===== src/rtl/seven_seg_scan_driver_if.sv =====
// rtl/seven_seg_scan_driver_if.sv - BCD word handshake between the converter and the scan driver
interface seven_seg_scan_driver_if #(
    parameter int NUM_DIGITS = 3
);
    logic [4*NUM_DIGITS-1:0] bcd_in;
    logic [NUM_DIGITS-1:0]   dp_in;
    logic                    bcd_valid;
    logic                    bcd_ready;

    modport master (
        output bcd_in,
        output dp_in,
        output bcd_valid,
        input  bcd_ready
    );

    modport slave (
        input  bcd_in,
        input  dp_in,
        input  bcd_valid,
        output bcd_ready
    );
endinterface


===== src/rtl/seven_seg_scan_driver.sv =====
// rtl/seven_seg_scan_driver.sv - time-multiplexed common-cathode 7-segment scan driver
module seven_seg_scan_driver #(
    parameter int NUM_DIGITS   = 3,
    parameter int REFRESH_DIV  = 1000,
    parameter int BLANK_CYCLES = 16
) (
    input  logic                  clk,
    input  logic                  rst_n,
    seven_seg_scan_driver_if.slave bus,
    input  logic                  i_lzb_en,
    input  logic [3:0]            i_brightness,
    output logic [6:0]            o_seg_out,
    output logic                  o_dp_out,
    output logic [NUM_DIGITS-1:0] o_digit_en,
    output logic                  o_frame_done
);
    localparam int SW = (REFRESH_DIV > 1) ? $clog2(REFRESH_DIV) : 1;
    localparam int DW = (NUM_DIGITS > 1) ? $clog2(NUM_DIGITS) : 1;
    localparam logic [SW-1:0] SLOT_LAST  = SW'(REFRESH_DIV - 1);
    localparam logic [SW-1:0] BLANK_END  = SW'(BLANK_CYCLES);
    // PWM phase restarts on the last blank cycle so every lit window starts at pwm 0
    localparam logic [SW-1:0] PWM_SYNC   = SW'(BLANK_CYCLES - 1);
    localparam logic [DW-1:0] DIGIT_LAST = DW'(NUM_DIGITS - 1);

    logic [SW-1:0]           r_slot_cnt;
    logic [DW-1:0]           r_digit_idx;
    logic [3:0]              r_pwm_cnt;
    logic [4*NUM_DIGITS-1:0] r_disp_bcd;
    logic [NUM_DIGITS-1:0]   r_disp_dp;
    logic [4*NUM_DIGITS-1:0] r_pend_bcd;
    logic [NUM_DIGITS-1:0]   r_pend_dp;
    logic                    r_pend_full;

    logic                    w_slot_wrap;
    logic                    w_frame_end;
    logic                    w_accept;
    logic [3:0]              w_cur_bcd;
    logic                    w_cur_dp;
    logic                    w_cur_lzb;
    logic                    w_zero_run;
    logic                    w_lit;

    assign bus.bcd_ready = !r_pend_full;
    assign w_accept      = bus.bcd_valid && !r_pend_full;
    assign w_slot_wrap   = (r_slot_cnt == SLOT_LAST);
    assign w_frame_end   = w_slot_wrap && (r_digit_idx == DIGIT_LAST);

    function automatic logic [6:0] seg_lut(input logic [3:0] v);
        case (v)
            4'h0: seg_lut = 7'h3F;
            4'h1: seg_lut = 7'h06;
            4'h2: seg_lut = 7'h5B;
            4'h3: seg_lut = 7'h4F;
            4'h4: seg_lut = 7'h66;
            4'h5: seg_lut = 7'h6D;
            4'h6: seg_lut = 7'h7D;
            4'h7: seg_lut = 7'h07;
            4'h8: seg_lut = 7'h7F;
            4'h9: seg_lut = 7'h6F;
            4'hA: seg_lut = 7'h77;
            4'hB: seg_lut = 7'h7C;
            4'hC: seg_lut = 7'h39;
            4'hD: seg_lut = 7'h5E;
            4'hE: seg_lut = 7'h79;
            default: seg_lut = 7'h71;
        endcase
    endfunction

    // Pick the scanned digit and decide leading-zero blanking from digits 0..digit_idx
    always_comb begin
        w_cur_bcd  = 4'd0;
        w_cur_dp   = 1'b0;
        w_cur_lzb  = 1'b0;
        w_zero_run = 1'b1;
        for (int i = 0; i < NUM_DIGITS; i++) begin
            w_zero_run = w_zero_run && (r_disp_bcd[4*(NUM_DIGITS-1-i) +: 4] == 4'd0);
            if (DW'(i) == r_digit_idx) begin
                w_cur_bcd = r_disp_bcd[4*(NUM_DIGITS-1-i) +: 4];
                w_cur_dp  = r_disp_dp[i];
                w_cur_lzb = i_lzb_en && w_zero_run && (i < NUM_DIGITS - 1);
            end
        end
    end

    assign w_lit = (r_slot_cnt >= BLANK_END) && !w_cur_lzb &&
                   ((i_brightness == 4'hF) || (r_pwm_cnt < i_brightness));

    // Slot, digit and PWM counters
    always_ff @(posedge clk or negedge rst_n) begin
        if (!rst_n) begin
            r_slot_cnt  <= '0;
            r_digit_idx <= '0;
            r_pwm_cnt   <= 4'd0;
        end else begin
            r_slot_cnt <= w_slot_wrap ? '0 : r_slot_cnt + SW'(1);
            if (w_slot_wrap) begin
                r_digit_idx <= (r_digit_idx == DIGIT_LAST) ? '0 : r_digit_idx + DW'(1);
            end
            r_pwm_cnt <= (r_slot_cnt == PWM_SYNC) ? 4'd0 : r_pwm_cnt + 4'd1;
        end
    end

    // Input handshake into the pending buffer; pending moves to display only at frame end
    always_ff @(posedge clk or negedge rst_n) begin
        if (!rst_n) begin
            r_pend_bcd  <= '0;
            r_pend_dp   <= '0;
            r_pend_full <= 1'b0;
            r_disp_bcd  <= '0;
            r_disp_dp   <= '0;
        end else if (w_frame_end && r_pend_full) begin
            r_disp_bcd  <= r_pend_bcd;
            r_disp_dp   <= r_pend_dp;
            r_pend_full <= 1'b0;
        end else if (w_accept) begin
            r_pend_bcd  <= bus.bcd_in;
            r_pend_dp   <= bus.dp_in;
            r_pend_full <= 1'b1;
        end
    end

    // Registered display outputs derived from this cycle's counter state
    always_ff @(posedge clk or negedge rst_n) begin
        if (!rst_n) begin
            o_seg_out    <= 7'd0;
            o_dp_out     <= 1'b0;
            o_digit_en   <= '0;
            o_frame_done <= 1'b0;
        end else begin
            o_seg_out    <= w_lit ? seg_lut(w_cur_bcd) : 7'd0;
            o_dp_out     <= w_lit && w_cur_dp;
            o_digit_en   <= w_lit ? (NUM_DIGITS'(1) << r_digit_idx) : '0;
            o_frame_done <= w_frame_end;
        end
    end
endmodule


===== src/flat_wrapper.sv =====
// flat-port wrapper written by rule: the top's interface ports become plain ports
module seven_seg_scan_driver_flat 
#(
    parameter int NUM_DIGITS   = 3,
    parameter int REFRESH_DIV  = 1000,
    parameter int BLANK_CYCLES = 16
)
  (clk, rst_n, i_lzb_en, i_brightness, o_seg_out, o_dp_out, o_digit_en, o_frame_done, bus_bcd_in, bus_dp_in, bus_bcd_valid, bus_bcd_ready);
  seven_seg_scan_driver_if #(.NUM_DIGITS(NUM_DIGITS)) bus_i ();
  input  logic clk;
  input  logic rst_n;
  input  logic i_lzb_en;
  input  logic [3:0] i_brightness;
  output logic [6:0] o_seg_out;
  output logic o_dp_out;
  output logic [NUM_DIGITS-1:0] o_digit_en;
  output logic o_frame_done;
  input wire logic [$bits(bus_i.bcd_in)-1:0] bus_bcd_in;
  input wire logic [$bits(bus_i.dp_in)-1:0] bus_dp_in;
  input wire logic [$bits(bus_i.bcd_valid)-1:0] bus_bcd_valid;
  output wire logic [$bits(bus_i.bcd_ready)-1:0] bus_bcd_ready;
  assign bus_i.bcd_in = bus_bcd_in;
  assign bus_i.dp_in = bus_dp_in;
  assign bus_i.bcd_valid = bus_bcd_valid;
  assign bus_bcd_ready = bus_i.bcd_ready;
  seven_seg_scan_driver #(.NUM_DIGITS(NUM_DIGITS), .REFRESH_DIV(REFRESH_DIV), .BLANK_CYCLES(BLANK_CYCLES)) u_core (.clk(clk), .rst_n(rst_n), .bus(bus_i), .i_lzb_en(i_lzb_en), .i_brightness(i_brightness), .o_seg_out(o_seg_out), .o_dp_out(o_dp_out), .o_digit_en(o_digit_en), .o_frame_done(o_frame_done));
endmodule

===== config.mk =====
export PLATFORM = sky130hd
export DESIGN_NAME = seven_seg_scan_driver_flat
export DESIGN_NICKNAME = d
export VERILOG_FILES = /design/src/rtl/seven_seg_scan_driver_if.sv /design/src/rtl/seven_seg_scan_driver.sv /design/src/flat_wrapper.sv
export SDC_FILE = /design/constraint.sdc
export NUM_CORES = 1
export LEC_CHECK = 0
export ABC_AREA = 0
export BUFFER_PORTS_ARGS = -buffer_cell sky130_fd_sc_hd__buf_2
export CELL_PAD_IN_SITES_DETAIL_PLACEMENT = 0
export CELL_PAD_IN_SITES_GLOBAL_PLACEMENT = 1
export CORE_MARGIN = 2
export CORE_UTILIZATION = 37
export DETAILED_ROUTE_END_ITERATION = 6
export GPL_TIMING_DRIVEN = 0
export PLACE_DENSITY = 0.65
export SYNTH_ARGS = -nofsm -noshare
export SYNTH_HDL_FRONTEND = slang
export SYNTH_SLANG_ARGS = --single-unit

===== constraint.sdc =====
create_clock -name clk -period 2.05 [get_ports clk]
set_clock_uncertainty 0.1 [all_clocks]
set_input_delay 0.41 -clock clk [delete_from_list [all_inputs] [get_ports clk]]
set_output_delay 0.41 -clock clk [all_outputs]
set_load 0.005 [all_outputs]

## After elaboration in Yosys (flattened, before gate mapping)

Memory sizes are Yosys's and may differ from the RTL's.
Cells that the tools add are included.

| word-level totals | value |
|---|---|
| register bits | 59 |
| ROM bits | 112 |
| bits of input ports | 23 |
| output and inout bits | 13 |
| word-level logic and storage cells | 59 |
| memories | 1 |

Memory list:

| memory | depth | bits a word | read ports | clocked after Yosys merged registers in | write ports | RTL line | RTL |
|---|---|---|---|---|---|---|---|
| (no name shown) | 16 | 7 | 1 | 0 | 0 | seven_seg_scan_driver.sv:49 | `case (v)` |

| cells by class | value |
|---|---|
| add/subtract/negate cells | 3 |
| order comparisons | 2 |
| equal/unequal tests | 6 |
| shift-type cells | 1 |
| mux-type cells | 16 |
| bitwise operators | 1 |
| reductions and logical operators | 17 |

Operators by type and width:

| kind | count |
|---|---|
| $mux 4 | 4 |
| $add 10x1->10 const B | 1 |
| $eq 10x10->1 const B | 1 |
| $eq 10x4->1 const B | 1 |
| $ge 10x5->1 const B | 1 |
| $mux 10 | 1 |
| $logic_and 1x1->1 | 9 |
| $logic_not 4->1 | 2 |
| $mux 1 | 8 |
| $mux 7 | 1 |
| $add 4x1->4 const B | 1 |
| $eq 4x4->1 const B | 1 |
| $lt 4x4->1 | 1 |
| $mux 3 | 1 |
| $shl 1x2->3 const A | 1 |
| $add 2x1->2 const B | 1 |
| $eq 1x2->1 const A | 1 |
| $eq 2x2->1 const A | 1 |
| $eq 2x2->1 const B | 1 |
| $logic_not 1->1 | 2 |
| $logic_not 2->1 | 1 |
| $mux 2 | 1 |
| $reduce_and 2->1 | 1 |
| $reduce_bool 2->1 | 1 |
| 2 further kinds | 2 |

## Depth between registers and ports, before layout

| depth | value |
|---|---|
| depth after elaboration | 9 |
| mapped depth | 10 |

## Least setup slack after synthesis

OpenSTA, ideal clock, no wires.

| timing | value |
|---|---|
| path kind | register to register |
| from | register u_core.r_digit_idx[0] |
| to | register u_core.o_seg_out[3] |
| data arrival time | 1.898 ns |
| required time | 1.872 ns |
| path slack | -0.026 ns |
| cell stages (with the launch flop) | 10 |
| path buffers | 1 |
| clock period less this slack | 2.076 ns |
| cell sequence | dfrtp_1 -> buf_2 -> mux2i_1 -> o2bb2ai_1 -> inv_1 -> ha_1 -> inv_1 -> nor2_1 -> or3b_1 -> a21oi_1 |

| on the way | value |
|---|---|
| longest elaborated chain between the ends | 8 |
| elaborated cells between the ends (all ways) | 14 |

Ends and longest elaborated chain:

| what | RTL line | RTL |
|---|---|---|
| from (decl) | seven_seg_scan_driver.sv:26 | `logic [DW-1:0] r_digit_idx;` |
| from (signal assigned) | seven_seg_scan_driver.sv:97 | `r_digit_idx <= (r_digit_idx == DIGIT_LAST) ? '0 : r_digit_idx + DW'(1);` |
| branches (longest 7 deep; another with $mem_v2 16x7) | - |  |
| $mux 7 * | seven_seg_scan_driver.sv:130 | `o_seg_out <= w_lit ? seg_lut(w_cur_bcd) : 7'd0;` |
| to (signal assigned) | seven_seg_scan_driver.sv:130 |  |
| to (decl) | seven_seg_scan_driver.sv:12 | `output logic [6:0] o_seg_out,` |

Mark *: on every way between the ends.
A chain may end at the register's enable or synchronous reset.

## Final worst setup path

| timing | value |
|---|---|
| from | register u_core.r_digit_idx[1] |
| to | register u_core.o_seg_out[3] |

The elaborated chain is that of the path after synthesis.

==> impl_metrics.yaml <==
critical_path:
  critical-path-top-delay-family: "simple AND/OR/NAND/NOR gates"
  critPathKind: "register to register"
  max_stage_delay_ns: 0.37
  cp-end-kind: "register"
  reg2reg_to: "u_core.o_seg_out[3]"
  critPathArrivalTime_ns: 2.13
  cp_data_required_time_ns: 2.21
  worstRegToRegCells: 8
  r2r_setup_slack_ns: 0.08
  worst_path_max_delay_cell: "dfrtp_1"
  critPathLaunch: "u_core.r_digit_idx[1]"
  crit_path_end: "u_core.o_seg_out[3]"
  critPathMaxFanout: 9
  crit_buf_inv: 2
  startpoint_type: "register"
  cp_num_cells: 8
  r2r-start: "u_core.r_digit_idx[1]"
  crit_chain: "buf_6, nor2b_1, buf_4, a21o_4, ha_1, nand2_1, or3b_1, a21oi_2"
clock_network:
  cts_root_buf: "clkbuf_8"
  clock_path_buffers: 2
  cts_tree: "yes"
  clkLatencyLatePin_ns: 0.33
  clock_sinks: 59
  ctsHtreeMaxLevel: 3
  cts_buffers: 9
  clkTransAtPathRegs_ns: 0.07
synth:
  synthXorXnorAreaFrac_pct: 3.143
  yosys.area_share.simple_pct: 12.03
  ys_seq_area_share_pct: 52.99
  syn_inst: 228
  synth_edf_count: 0
  avgSynthCellArea_um2: 12.22
  synth_flop_cell: "dfrtp_1"
  muxShareOfSynthArea_pct: 15.94
  async_reset_ff_share_pct: 100.0
  synth-seq-cells: 59
  synth.distinct_cells: 44
  synth-compound-area-share_pct: 7.050
  syn_area_um2: 2786
  synth_fa_ha_area_share_pct: 5.388
  synth_top_family_by_area: "multiplexers"
  ys_warn_count: 0
  syn_nets: 263
global_route:
  groute.layer.met1.usage_pct: 18.09
  grt_pass1_vias: 1831
  grt_use_total_pct: 13.29
  antenna_found_initial: 0
  use_met2_pct: 19.65
  grt_pass1_wl_mm: 8.645
  grt_start_max_net_pins: 60
  overflow: 0
  met3_usage_pct: 3.255
  grt-busiest-layer: "met2"
floorplan:
  die_height_um: 90.78
  die_w_um: 90.78
  num_rows: 31
  die_area_um2: 8241
  initial_utilization_pct: 38.21
  top_level_ports: 36
  core_um2: 7292
layout:
  nets: 314
  fill_cells: 730
  mostFrequentLayoutCells: "59 x dfrtp_1, 36 x buf_2, 23 x mux2_2, 20 x nor2_1, 12 x clkbuf_8"
  seqCellArea_um2: 1476
  final_util_pct: 46.38
  areaGrowthSynthToFinish_pct: 21.37
  design_area_um2: 3382
  diodes: 0
  mostFrequentLayoutCell: "dfrtp_1"
  drive_gt1_share_pct: 37.81
  multi_input_area_um2: 1271
placed_design:
  io_buffers: 35
  dpl.hpwl_mm: 3.485
  place_area_um2: 3092
  globalplace.congestion: 0.7401
sta:
  hold_viol: 0
  fin_crit_ns: 1.965
  max_freq_mhz: 508.8
  finalSetupViolations: 0
  tightest_slew_ns: 0.7166
  relSlewSlack_pct: 52.22
  drv_slew: 0
  fin_crit_sh_pct: 95.88
  rsz0062_at_grt: "yes"
power:
  p_per_area_nw_per_um2: 678.9
  switchingPower_mw: 0.5009
  clockPowerShare_pct: 41.7
  comb_power_share_pct: 4.6
  power_frac_seq_pct: 53.6
  p_leak_nw: 1.665
  power_mw: 2.296
  switching_share_pct: 21.82
  p_int_mw: 1.795
  peakVddDrop_v: 0.0002935
drt:
  dr.pass1.iters: 4
  dr.first_iter.drc_count: 42
  drc: 0
  vias: 1831
  viasPerCell: 4.793
  wl_mm: 4.995
  ant_nets: 0
  wl_per_cell_um: 13.08
run:
  cap_violations: 0
min_path:
  hold_class: "input pin to async pin"
outcome:
  status: "finished clean"
[cells in the mapped netlist, types with 3 or more instances]
| cell | instances | share of area (%) |
|---|---|---|
| xor2_1 | 6 | 1.9 |
| xnor2_1 | 4 | 1.3 |
| nor3_1 | 4 | 0.72 |
| mux2i_1 | 5 | 1.8 |
| nor2b_1 | 5 | 1.1 |
| nand2_1 | 9 | 1.2 |
| buf_2 | 5 | 0.90 |
| a21oi_1 | 6 | 1.1 |
| a221oi_1 | 3 | 0.94 |
| ha_1 | 12 | 5.4 |
| mux2_2 | 23 | 9.3 |
| nand3_1 | 5 | 0.90 |
| inv_1 | 13 | 1.8 |
| dfrtp_1 | 59 | 53 |
| o21ai_0 | 5 | 0.90 |
| nor2_1 | 20 | 2.7 |
| mux2_4 | 9 | 4.8 |
| clkbuf_1 | 3 | 0.40 |
[cell type report]
type | count | area share [%]
buffer | 9 | 1.998
clock buffer | 13 | 4.994
clock inverter | 2 | 0.2960
inverter | 13 | 1.443
multi-input combinational | 147 | 37.59
sequential | 59 | 43.66
tap | 99 | 3.663
timing repair buffer | 40 | 6.363
[power by group through the flow]
stage,Clock (mW),Combinational [mW],Sequential (mW)
finish,0.958,0.106,1.23
floorplan,0,0.0475,1.25
CTS,0.986,0.109,1.23
detailed placement,0,0.108,1.25
global placement,0,0.106,1.25
global route,1.04,0.122,1.24
[how the worst min path moves through the flow]
stage,endpoint,cells past startpoint,slack [ns],start
2_1_floorplan,u_core.o_digit_en[0],0,0.01,rst_n
3_3_place_gp,u_core.r_slot_cnt[0],1,0.38,u_core.r_slot_cnt[0]
3_5_place_dp,u_core.r_slot_cnt[0],1,0.38,u_core.r_slot_cnt[0]
4_1_cts,u_core.r_pend_full,2,0.18,bus_bcd_valid
5_1_grt,u_core.r_pend_bcd[11],1,0.11,rst_n
6_report,u_core.r_disp_dp[0],1,0.05,rst_n
[registers in the layout, indices dropped and copies added, names as in the netlist]
signal and count:
u_core.o_frame_done 1, u_core.o_seg_out 7, u_core.r_pend_dp 3, u_core.r_pwm_cnt 4
u_core.r_disp_dp 3, u_core.o_digit_en 3, u_core.r_digit_idx 2, u_core.r_pend_bcd 12
u_core.r_slot_cnt 10, u_core.o_dp_out 1, u_core.r_disp_bcd 12, u_core.r_pend_full 1
[metal layers]
metal / share of wire [%] / wire length (µm) / vias to the layer above
met5: 0 / 0 / -
met4: 1.5 / 74 / 0
met3: 3.6 / 180 / 6
met2: 45 / 2227 / 32
met1: 50 / 2513 / 887
li1: - / - / 906
[kinds of logic after synthesis]
group	after synthesis
adder cells (fa/ha/maj)	12
AO/OA/AOI/OAI	29
buffers and inverters	22
flip-flops	59
XOR/XNOR	10
AND/OR/NAND/NOR	59
multiplexers	37
[through the flow]
stage | TNS, ns | hold slack (ns) | std cells | setup slack, ns
floorplan | 0 | 0.01441 | 228 | 0.06579
global placement | -2.312 | 0.3795 | 362 | -0.1754
detailed placement | -2.563 | 0.3788 | 362 | -0.1842
CTS | 0 | 0.1835 | 380 | 0.01195
global route | -0.1320 | 0.1051 | 382 | -0.04543
finish | 0 | 0.04980 | 382 | 0.08452
[what timing repair did]
item / 4_1_cts / 5_1_grt
gates resized for setup: 7 / 14
setup endpoints to repair: 15 / 7
hold buffers: 0 / 0
pin swaps: 2 / 2
setup buffers: 3 / 2
(Power assumes the default switching activity.)
